===== src/rtl/sram_rr_arb_ctrl_pkg.sv =====
// Shared types for the two-port round-robin SRAM controller:
// the SRAM command bundle and the controller state encoding.
package sram_rr_arb_pkg;

    // Geometry of the fakeram45 64x15 macro this controller targets.
    localparam int unsigned PKG_DATA_W = 15;
    localparam int unsigned PKG_ADDR_W = 6;

    typedef enum logic {
        ST_INIT,
        ST_RUN
    } state_e;

    // One SRAM access as presented on the macro pins.
    typedef struct packed {
        logic                  ce;
        logic                  we;
        logic [PKG_ADDR_W-1:0] addr;
        logic [PKG_DATA_W-1:0] wd;
        logic [PKG_DATA_W-1:0] wmask;
    } ram_cmd_s;

endpackage


===== src/rtl/sram_rr_arb_ctrl_if.sv =====
// Client-side bus of sram_rr_arb_ctrl: two request channels (masked
// write / read) and two read-response channels, packed per port.
// master = client pipelines, slave = controller.
interface sram_rr_arb_ctrl_if #(
    parameter int unsigned DATA_W = 15,
    parameter int unsigned ADDR_W = 6
);
    logic [1:0]          req_v_i;
    logic [1:0]          req_ready_o;
    logic [1:0]          req_we_i;
    logic [2*ADDR_W-1:0] req_addr_i;
    logic [2*DATA_W-1:0] req_data_i;
    logic [2*DATA_W-1:0] req_mask_i;
    logic [1:0]          resp_v_o;
    logic [1:0]          resp_ready_i;
    logic [2*DATA_W-1:0] resp_data_o;

    modport master (
        output req_v_i, req_we_i, req_addr_i, req_data_i, req_mask_i, resp_ready_i,
        input  req_ready_o, resp_v_o, resp_data_o
    );

    modport slave (
        input  req_v_i, req_we_i, req_addr_i, req_data_i, req_mask_i, resp_ready_i,
        output req_ready_o, resp_v_o, resp_data_o
    );
endinterface


===== src/rtl/sram_rr_arb_ctrl_rr_arb2.sv =====
// rr_arb2: two-input round-robin arbiter. The pointer names the preferred
// port; the other port is granted only when the preferred one cannot go.
// The pointer moves to the non-granted port after every grant.
module rr_arb2 (
    input  logic       clk,
    input  logic       rst_n,
    input  logic [1:0] eligible,
    output logic [1:0] grant
);
    logic ptr;

    // One-hot grant: preferred port first, otherwise the other one.
    always_comb begin
        grant = '0;
        if (eligible[ptr]) begin
            grant[ptr] = 1'b1;
        end else if (eligible[!ptr]) begin
            grant[!ptr] = 1'b1;
        end
    end

    // After an accept, prefer the port that was not served; hold otherwise.
    always_ff @(posedge clk or negedge rst_n) begin
        if (!rst_n) begin
            ptr <= 1'b0;
        end else if (|grant) begin
            ptr <= grant[0];
        end
    end
endmodule


===== src/rtl/sram_rr_arb_ctrl.sv =====
// sram_rr_arb_ctrl: shares one single-port 64x15 SRAM macro between two
// requesters with round-robin arbitration, masked writes and per-port
// read-response holding registers (2-cycle read latency).
// Optional build macro SRAM_RR_ARB_MEM_INIT_EN: zero-fill the whole macro
// after every reset before accepting requests.
module sram_rr_arb_ctrl
    import sram_rr_arb_pkg::*;
#(
    parameter int unsigned DATA_W = 15,
    parameter int unsigned ADDR_W = 6,
    parameter int unsigned DEPTH  = 64
) (
    input  logic               clk,
    input  logic               rst_n,
    sram_rr_arb_ctrl_if.slave  bus,
    output logic               init_done_o,
    output logic               ram_ce_o,
    output logic               ram_we_o,
    output logic [ADDR_W-1:0]  ram_addr_o,
    output logic [DATA_W-1:0]  ram_wd_o,
    output logic [DATA_W-1:0]  ram_wmask_o,
    input  logic [DATA_W-1:0]  ram_rd_i
);
    if (DEPTH != (1 << ADDR_W)) begin : g_bad_depth
        $error("DEPTH must equal 2**ADDR_W");
    end

    logic [1:0]          inflight;
    logic [1:0]          resp_v;
    logic [2*DATA_W-1:0] resp_data;
    logic [1:0]          eligible;
    logic [1:0]          grant;
    logic                gsel;
    logic                init_done;
    logic                init_wr;
    logic [ADDR_W-1:0]   init_addr;
    ram_cmd_s            cmd;

`ifdef SRAM_RR_ARB_MEM_INIT_EN
    state_e state;

    // Sweep zeros through every word once after reset, then open the ports.
    always_ff @(posedge clk or negedge rst_n) begin
        if (!rst_n) begin
            state     <= ST_INIT;
            init_addr <= '0;
            init_done <= 1'b0;
        end else if (state == ST_INIT) begin
            init_addr <= init_addr + ADDR_W'(1);
            if (init_addr == ADDR_W'(DEPTH - 1)) begin
                state     <= ST_RUN;
                init_done <= 1'b1;
            end
        end
    end

    // Gated by rst_n so the macro pins stay quiet while reset is held.
    assign init_wr = (state == ST_INIT) && rst_n;
`else
    // Usable from the first cycle after reset release.
    always_ff @(posedge clk or negedge rst_n) begin
        if (!rst_n) begin
            init_done <= 1'b0;
        end else begin
            init_done <= 1'b1;
        end
    end

    assign init_wr   = 1'b0;
    assign init_addr = '0;
`endif

    // A port may go when the SRAM is up and, for reads, its response slot will be free.
    always_comb begin
        eligible = '0;
        for (int unsigned p = 0; p < 2; p++) begin
            eligible[p] = init_done && bus.req_v_i[p] &&
                          (bus.req_we_i[p] ||
                           (!inflight[p] && (!resp_v[p] || bus.resp_ready_i[p])));
        end
    end

    rr_arb2 u_arb (
        .clk      (clk),
        .rst_n    (rst_n),
        .eligible (eligible),
        .grant    (grant)
    );

    assign gsel = grant[1];

    // Macro command: init sweep, else the granted request, else all zeros.
    always_comb begin
        cmd = '0;
        if (init_wr) begin
            cmd.ce    = 1'b1;
            cmd.we    = 1'b1;
            cmd.addr  = init_addr;
            cmd.wmask = '1;
        end else if (|grant) begin
            cmd.ce    = 1'b1;
            cmd.we    = gsel ? bus.req_we_i[1] : bus.req_we_i[0];
            cmd.addr  = gsel ? bus.req_addr_i[2*ADDR_W-1:ADDR_W] : bus.req_addr_i[ADDR_W-1:0];
            cmd.wd    = gsel ? bus.req_data_i[2*DATA_W-1:DATA_W] : bus.req_data_i[DATA_W-1:0];
            cmd.wmask = gsel ? bus.req_mask_i[2*DATA_W-1:DATA_W] : bus.req_mask_i[DATA_W-1:0];
        end
    end

    assign ram_ce_o    = cmd.ce;
    assign ram_we_o    = cmd.we;
    assign ram_addr_o  = cmd.addr;
    assign ram_wd_o    = cmd.wd;
    assign ram_wmask_o = cmd.wmask;

    // Capture read data the cycle after the access; hold until the client takes it.
    always_ff @(posedge clk or negedge rst_n) begin
        if (!rst_n) begin
            inflight  <= '0;
            resp_v    <= '0;
            resp_data <= '0;
        end else begin
            for (int unsigned p = 0; p < 2; p++) begin
                if (inflight[p]) begin
                    resp_data[p*DATA_W +: DATA_W] <= ram_rd_i;
                    resp_v[p]                     <= 1'b1;
                end else if (bus.resp_ready_i[p]) begin
                    resp_v[p] <= 1'b0;
                end
                // A port with a read in flight can only be granted a write,
                // so this both sets and clears the flag.
                inflight[p] <= grant[p] && !bus.req_we_i[p];
            end
        end
    end

    assign bus.req_ready_o = grant;
    assign bus.resp_v_o    = resp_v;
    assign bus.resp_data_o = resp_data;
    assign init_done_o     = init_done;
endmodule


===== src/flat_wrapper.sv =====
// flat-port wrapper written by rule: the top's interface ports become plain ports
module sram_rr_arb_ctrl_flat import sram_rr_arb_pkg::*;
#(
    parameter int unsigned DATA_W = 15,
    parameter int unsigned ADDR_W = 6,
    parameter int unsigned DEPTH  = 64
)
  (clk, rst_n, init_done_o, ram_ce_o, ram_we_o, ram_addr_o, ram_wd_o, ram_wmask_o, ram_rd_i, bus_req_v_i, bus_req_we_i, bus_req_addr_i, bus_req_data_i, bus_req_mask_i, bus_resp_ready_i, bus_req_ready_o, bus_resp_v_o, bus_resp_data_o);
  sram_rr_arb_ctrl_if #(.DATA_W(DATA_W), .ADDR_W(ADDR_W)) bus_i ();
  input  logic clk;
  input  logic rst_n;
  output logic init_done_o;
  output logic ram_ce_o;
  output logic ram_we_o;
  output logic [ADDR_W-1:0] ram_addr_o;
  output logic [DATA_W-1:0] ram_wd_o;
  output logic [DATA_W-1:0] ram_wmask_o;
  input  logic [DATA_W-1:0] ram_rd_i;
  input wire logic [$bits(bus_i.req_v_i)-1:0] bus_req_v_i;
  input wire logic [$bits(bus_i.req_we_i)-1:0] bus_req_we_i;
  input wire logic [$bits(bus_i.req_addr_i)-1:0] bus_req_addr_i;
  input wire logic [$bits(bus_i.req_data_i)-1:0] bus_req_data_i;
  input wire logic [$bits(bus_i.req_mask_i)-1:0] bus_req_mask_i;
  input wire logic [$bits(bus_i.resp_ready_i)-1:0] bus_resp_ready_i;
  output wire logic [$bits(bus_i.req_ready_o)-1:0] bus_req_ready_o;
  output wire logic [$bits(bus_i.resp_v_o)-1:0] bus_resp_v_o;
  output wire logic [$bits(bus_i.resp_data_o)-1:0] bus_resp_data_o;
  assign bus_i.req_v_i = bus_req_v_i;
  assign bus_i.req_we_i = bus_req_we_i;
  assign bus_i.req_addr_i = bus_req_addr_i;
  assign bus_i.req_data_i = bus_req_data_i;
  assign bus_i.req_mask_i = bus_req_mask_i;
  assign bus_i.resp_ready_i = bus_resp_ready_i;
  assign bus_req_ready_o = bus_i.req_ready_o;
  assign bus_resp_v_o = bus_i.resp_v_o;
  assign bus_resp_data_o = bus_i.resp_data_o;
  sram_rr_arb_ctrl #(.DATA_W(DATA_W), .ADDR_W(ADDR_W), .DEPTH(DEPTH)) u_core (.clk(clk), .rst_n(rst_n), .bus(bus_i), .init_done_o(init_done_o), .ram_ce_o(ram_ce_o), .ram_we_o(ram_we_o), .ram_addr_o(ram_addr_o), .ram_wd_o(ram_wd_o), .ram_wmask_o(ram_wmask_o), .ram_rd_i(ram_rd_i));
endmodule

===== config.mk =====
export PLATFORM = sky130hd
export DESIGN_NAME = sram_rr_arb_ctrl_flat
export DESIGN_NICKNAME = d
export VERILOG_FILES = /design/src/rtl/sram_rr_arb_ctrl_pkg.sv /design/src/rtl/sram_rr_arb_ctrl_if.sv /design/src/rtl/sram_rr_arb_ctrl_rr_arb2.sv /design/src/rtl/sram_rr_arb_ctrl.sv /design/src/flat_wrapper.sv
export SDC_FILE = /design/constraint.sdc
export NUM_CORES = 1
export LEC_CHECK = 0
export ABC_AREA = 1
export CORE_UTILIZATION = 34
export CTS_CLUSTER_DIAMETER = 100
export DETAILED_ROUTE_END_ITERATION = 7
export GPL_ROUTABILITY_DRIVEN = 0
export GPL_TIMING_DRIVEN = 0
export PLACE_DENSITY = 0.88
export SLEW_MARGIN = 0
export SYNTH_ARGS = -nofsm -noshare
export SYNTH_HDL_FRONTEND = slang
export SYNTH_HIERARCHICAL = 1
export SYNTH_SLANG_ARGS = --single-unit

===== constraint.sdc =====
create_clock -name clk -period 3.2 [get_ports clk]
set_clock_uncertainty 0.2 [all_clocks]
set_input_delay 0.48 -clock clk [delete_from_list [all_inputs] [get_ports clk]]
set_output_delay 0.48 -clock clk [all_outputs]
set_load 0.01 [all_outputs]

Yosys cells after proc, flatten, opt, wreduce, memory -nomap -nowiden
Cells that the tools add are included.

word-level totals
  output and inout port bits = 73
  word-level logic and storage cells = 54
  register bits = 36

operators by class
  reduce and logical (&&, ||, !) cells = 24
  $lt $le $gt $ge = 4
  mux-type cells = 19

operator list
  cell                count
  $mux 38             1
  $mux 15             2
  $mux 1              11
  $logic_and 1x1->1   10
  $logic_not 1->1     7
  $mux 6              1
  $logic_or 1x1->1    4
  $lt 1x2->1 const B  2
  $mux 2              2
  $reduce_bool 2->1   2
  $demux 1 s1         2
  $ge 1x1->1 const B  2
  $reduce_or 2->1     1

Depth between registers and ports, before layout
  depth in word-level cells = 11
  mapped depth = 11

Cells and area by module
Netlist, hierarchy kept.

modules (own cells, without submodules)
  module            times used  area an instance (sq um)  cells each
  sram_rr_arb_ctrl  1           1880.6                    273
  rr_arb2           1           63.8                      11

Worst setup path after synthesis
Ideal clock, no wire load.

  path kind = reg-to-output
  from = register u_core.inflight[0]
  to = output port ram_addr_o[0]
  arrival = 1685 ps
  setup slack = 835 ps
  stages on the path, launching flop included = 11
  buffers on the path = 3
  cell sequence = dfrtp_1 > clkbuf_2 > inv_2 > nand2_1 > a21oi_1 > inv_1 > a21oi_1 > buf_4 > buf_6 > nand3_1 > nand2_1

between the ends
  longest elaborated chain between the ends = 10

ends and longest elaborated chain
  element                                     RTL line                        RTL
  from (decl)                                 sram_rr_arb_ctrl.sv:28          logic [1:0] inflight;
  from (signal, indexed assignment)           sram_rr_arb_ctrl.sv:131         inflight[p] <= grant[p] && !bus.req_we_i[p];
  $logic_not 1->1 (*)                         sram_rr_arb_ctrl.sv:79          (!inflight[p] && (!resp_v[p] || bus.resp_ready_i[p])));
  $logic_and 1x1->1 (*)                       sram_rr_arb_ctrl.sv:79
  $logic_or 1x1->1 (*)                        sram_rr_arb_ctrl.sv:78          (bus.req_we_i[p] ||
  $logic_and 1x1->1 (*)                       sram_rr_arb_ctrl.sv:77          eligible[p] = init_done && bus.req_v_i[p] &&
  via u_core.eligible[0]                      sram_rr_arb_ctrl.sv:31          logic [1:0] eligible;
  $mux 1 (implied by the code) (2 in series)  sram_rr_arb_ctrl_rr_arb2.sv:17  end else if (eligible[!ptr]) begin
  $mux 2                                      sram_rr_arb_ctrl_rr_arb2.sv:17
  $mux 2 (*)                                  sram_rr_arb_ctrl_rr_arb2.sv:15  if (eligible[ptr]) begin
  via bus_req_ready_o[0]                      flat_wrapper.sv:25              output wire logic [$bits(bus_i.req_ready_o)-1:0] bus_req_ready_o;
  $reduce_or 2->1 (*)                         sram_rr_arb_ctrl.sv:100         end else if (|grant) begin
  $mux 38 (*)                                 sram_rr_arb_ctrl.sv:100
  to (decl)                                   flat_wrapper.sv:15              output logic [ADDR_W-1:0] ram_addr_o;

The timed path passes the listed nets; every way through them passes the cells marked *. The select of a mux whose other input is x is not followed.

Worst setup path in the final report
  from = input port bus_resp_ready_i[1]
  to = output port ram_wmask_o[8]

between the ends
  longest elaborated chain between the ends = 10

ends and longest elaborated chain
  element                                            RTL line                                          RTL
  from (decl)                                        flat_wrapper.sv:24                                input wire logic [$bits(bus_i.resp_ready_i)-1:0] bus_resp_ready_i;
  $logic_or 1x1->1 (*)                               sram_rr_arb_ctrl.sv:79
  $logic_and 1x1->1 (*)                              sram_rr_arb_ctrl.sv:79
  $logic_or 1x1->1 (*)                               sram_rr_arb_ctrl.sv:78
  $logic_and 1x1->1 (*)                              sram_rr_arb_ctrl.sv:77
  via u_core.eligible[1]                             sram_rr_arb_ctrl.sv:31
  $mux 1 (implied by the code) (2 in series)         sram_rr_arb_ctrl_rr_arb2.sv:17
  $mux 2                                             sram_rr_arb_ctrl_rr_arb2.sv:17
  $mux 2 (*)                                         sram_rr_arb_ctrl_rr_arb2.sv:15
  $mux 15 / $reduce_or 2->1 (equally long branches)  sram_rr_arb_ctrl.sv:105, sram_rr_arb_ctrl.sv:100
  $mux 38 (*)                                        sram_rr_arb_ctrl.sv:100
  to (decl)                                          flat_wrapper.sv:17                                output logic [DATA_W-1:0] ram_wmask_o;

Marks and branches as above.

==> results_dict.tcl <==
set metrics [dict create \
    run_status "finished, final reports clean" \
    post-route-worst-setup-slack_ns 0.150 \
    layout.area.seq_sq_um 901 \
    timing.hold.worst.class "in -> async" \
    clock_root_cell "sky130_fd_sc_hd__clkbuf_8" \
    detail_route.drc_violations 0 \
    cp.arrival_ns 2.37 \
    routed_antenna_nets 0 \
    timing_worst_slew_pin_value_ns 0.780 \
    drive_gt1_share_pct 9.59 \
    power_density_nw_per_um2 465 \
    timing.critical_path.to_type "output port" \
    io_pins 168 \
    multi_input_comb_area_sq_um 903 \
    criticalPathCategory "in -> out" \
    power.ir.vdd_worst_mv 0.344 \
    tritoncts "yes" \
    synth.area.mux_share_pct 0 \
    synth_area_per_cell_sq_um 6.85 \
    clock_path_buffers 2 \
    achievable-frequency_mhz 328 \
    grt_start_max_net_pins 37 \
    syn_to_final_growth_pct 106 \
    number_of_warnings_printed_during_yosys_synthesis 6 \
    clk_pin_slew_ns 0.07 \
    hold_viol 0 \
    period_share_pct 95.3 \
    cellLeakagePower_nw 2.32 \
    synth_adder_area_share_pct 0 \
    placeableCoreArea_sq_um 5510 \
    antenna_cells_inserted 0 \
    power_frac_comb_pct 43.6 \
    total_power_mw 1.87 \
    synth.lib_cells_used.distinct 12 \
    post-route-util_pct 72.9 \
    timing.critical_path.required_ns 2.52 \
    die-width_microns 77.6 \
    dr.first_iter.drc_count 90 \
    initial_utilization_pct 35.3 \
    power.share.clock_pct 23.0 \
    wire_length_of_the_first_global_routing_pass_microns 11200 \
    timing.final.setup_violations 0 \
    place_ws_ns -0.172 \
    ys_ff_latch 36 \
    number_of_nets_in_the_synthesized_netlist 379 \
    fin_setup_tns_ns 0 \
    share_seq_of_total_power_pct 33.4 \
    post-place-cells 523 \
    power.switching_mw 0.568 \
    clock_sink_count 36 \
    fp.dieH_microns 77.6 \
    stdcell_count 541 \
    synth.top_cell.area_share_pct 46.3 \
    yosys_most_used_dff "sky130_fd_sc_hd__dfrtp_1" \
    globalRouteTotalUtil_pct 23.9 \
    drt_wl_total_microns 7270 \
    synth_enable_flop_cells 0 \
    timing.final.crit_period_ns 3.05 \
    clkLatencyLatePin_ns 0.29 \
    biggest_area_contributors_in_the_synthesized_netlist "sky130_fd_sc_hd__dfrtp_1 46%, sky130_fd_sc_hd__nand2_1 27%, sky130_fd_sc_hd__nor2_1 7.3%" \
    htree_num_levels 2 \
    worst_slew_margin_rel_pct 48.0 \
    cell_area_after_synthesis_sq_um 1940 \
    combinational_family_with_the_most_area_after_synthesis "simple AND/OR/NAND/NOR gates" \
    post-dp-hpwl_microns 5650 \
    vias_per_cell 4.78 \
    synth_compound_gate_area_share_pct 5.41 \
    synth_cells 284 \
    cap_violations 0 \
    routed_wire_length_per_instance_microns 13.4 \
    placement.io_buffers 167 \
    yosys.area_share.simple_pct 39.3 \
    synth-xor-area-share_pct 0 \
    grt_antenna_before_repair 0 \
    num_vias 2588 \
    p_int_mw 1.30 \
    synth.cells.most_frequent "140 x sky130_fd_sc_hd__nand2_1, 38 x sky130_fd_sc_hd__nor2_1, 36 x sky130_fd_sc_hd__dfrtp_1" \
    rows 27 \
    switching_share_pct 30.4 \
    drv_slew 0 \
    ys_seq_area_share_pct 46.3 \
    fillers 413 \
    asyncSetResetFlopFracSynth_pct 100 \
    synthMostInstantiatedCell "sky130_fd_sc_hd__nand2_1" \
    globalRoute.totalOverflow 0 \
    fp.dieArea_sq_um 6020 \
    critPathMaxFanout 5 \
    cts.hold.buffers_added 0 \
    dr.pass1.iters 6 \
    numCtsBuffers 5 \
    layout.nets 563 \
    worstSetupStartpointType "input port" \
    first_global_vias 2528 \
    synth.largest_area_cell "sky130_fd_sc_hd__dfrtp_1" \
]
## critical path, cell delays in order
cell	delay [ns]
sky130_fd_sc_hd__clkdlybuf4s50_1	0.46
sky130_fd_sc_hd__inv_1	0.04
sky130_fd_sc_hd__nand2_1	0.06
sky130_fd_sc_hd__nand2_2	0.07
sky130_fd_sc_hd__a21oi_4	0.17
sky130_fd_sc_hd__buf_4	0.15
sky130_fd_sc_hd__a21oi_4	0.07
sky130_fd_sc_hd__buf_2	0.16
sky130_fd_sc_hd__buf_4	0.13
sky130_fd_sc_hd__buf_4	0.12
sky130_fd_sc_hd__a21oi_1	0.11
sky130_fd_sc_hd__nor2_1	0.05
sky130_fd_sc_hd__dlygate4sd2_1	0.28
## metal layers
layer / part of all wire [%] / vias to the layer above / track usage, %
li1: - / 1236 / -
met1: 37 / 1181 / 23.7
met2: 52 / 146 / 43.8
met3: 7.3 / 25 / 6.71
met4: 3.5 / 0 / 14.5
met5: 0 / - / 0
## final timing paths
path	from	to	slack, ns	cells after the start
worst min register to register	u_core/bus.resp_data_o[29]	u_core/bus.resp_data_o[29]	0.27	2
worst max register to register	u_core/inflight[0]	u_core/inflight[0]	1.35	10
min in group clk	u_core/bus.resp_data_o[29]	u_core/bus.resp_data_o[29]	0.27	2
max in group asynchronous	rst_n	u_core/init_done_o	2.24	1
worst max-delay path	bus_resp_ready_i[1]	ram_wmask_o[8]	0.15	13
worst min-delay path	rst_n	u_core/bus.resp_data_o[29]	0.06	1
## power groups by stage
| stage | Combinational [mW] | Sequential (mW) | Clock [mW] |
|---|---|---|---|
| finish | 0.813 | 0.623 | 0.430 |
| global route | 0.877 | 0.639 | 0.464 |
| CTS | 0.823 | 0.624 | 0.442 |
| detailed placement | 0.809 | 0.630 | 0 |
| global placement | 0.790 | 0.624 | 0 |
| floorplan | 0.245 | 0.673 | 0 |
## through the flow
stage | cell area (sq um) | hold slack (ns)
final | 4010 | 0.0643
after global routing | 4010 | 0.127
after CTS | 3910 | 0.0812
after detailed placement | 3700 | 0.259
after global placement | 3710 | 0.253
after floorplan | 1940 | -0.0156
## layout by cell type, fill, tap and decap left out, drive strengths merged
cell,instances
nand2,140
clkdlybuf4s50,128
nor2,38
dfrtp,36
dlymetal6s2s,27
buf,26
a21oi,21
nand3,19
inv,12
dlygate4sd2,11
clkbuf,9
bufinv,1
conb,1
## sequential cells by signal (all words and copies together) (netlist names)
| signal | flops |
|---|---|
| u_core/bus.resp_data_o | 30 |
| u_core/bus.resp_v_o | 2 |
| u_core/inflight | 2 |
| u_core/init_done_o | 1 |
| u_core/u_arb/ptr | 1 |
## area by class of cell
class	count	area share [%]
plain buffers	17	3.80
clock buffers	7	2.40
clock inverters	1	0.748
inverters	12	1.18
multi-input cells	219	22.5
flip-flops and latches	36	22.4
well taps	72	2.24
repair buffers	177	44.7
## cell families after synthesis
group / Yosys count
other cells: 1
buf+inv: 29
flops: 36
compound gates: 21
simple gates: 197
## what timing repair did
item,in CTS,in global routing
setup endpoints to repair,38,27
gates cloned,0,1
endpoints found under the hold margin,0,0
resized for setup,25,29
pin swaps,1,1
buffers inserted,6,3
Note: power is estimated with default switching activity, not from simulation.
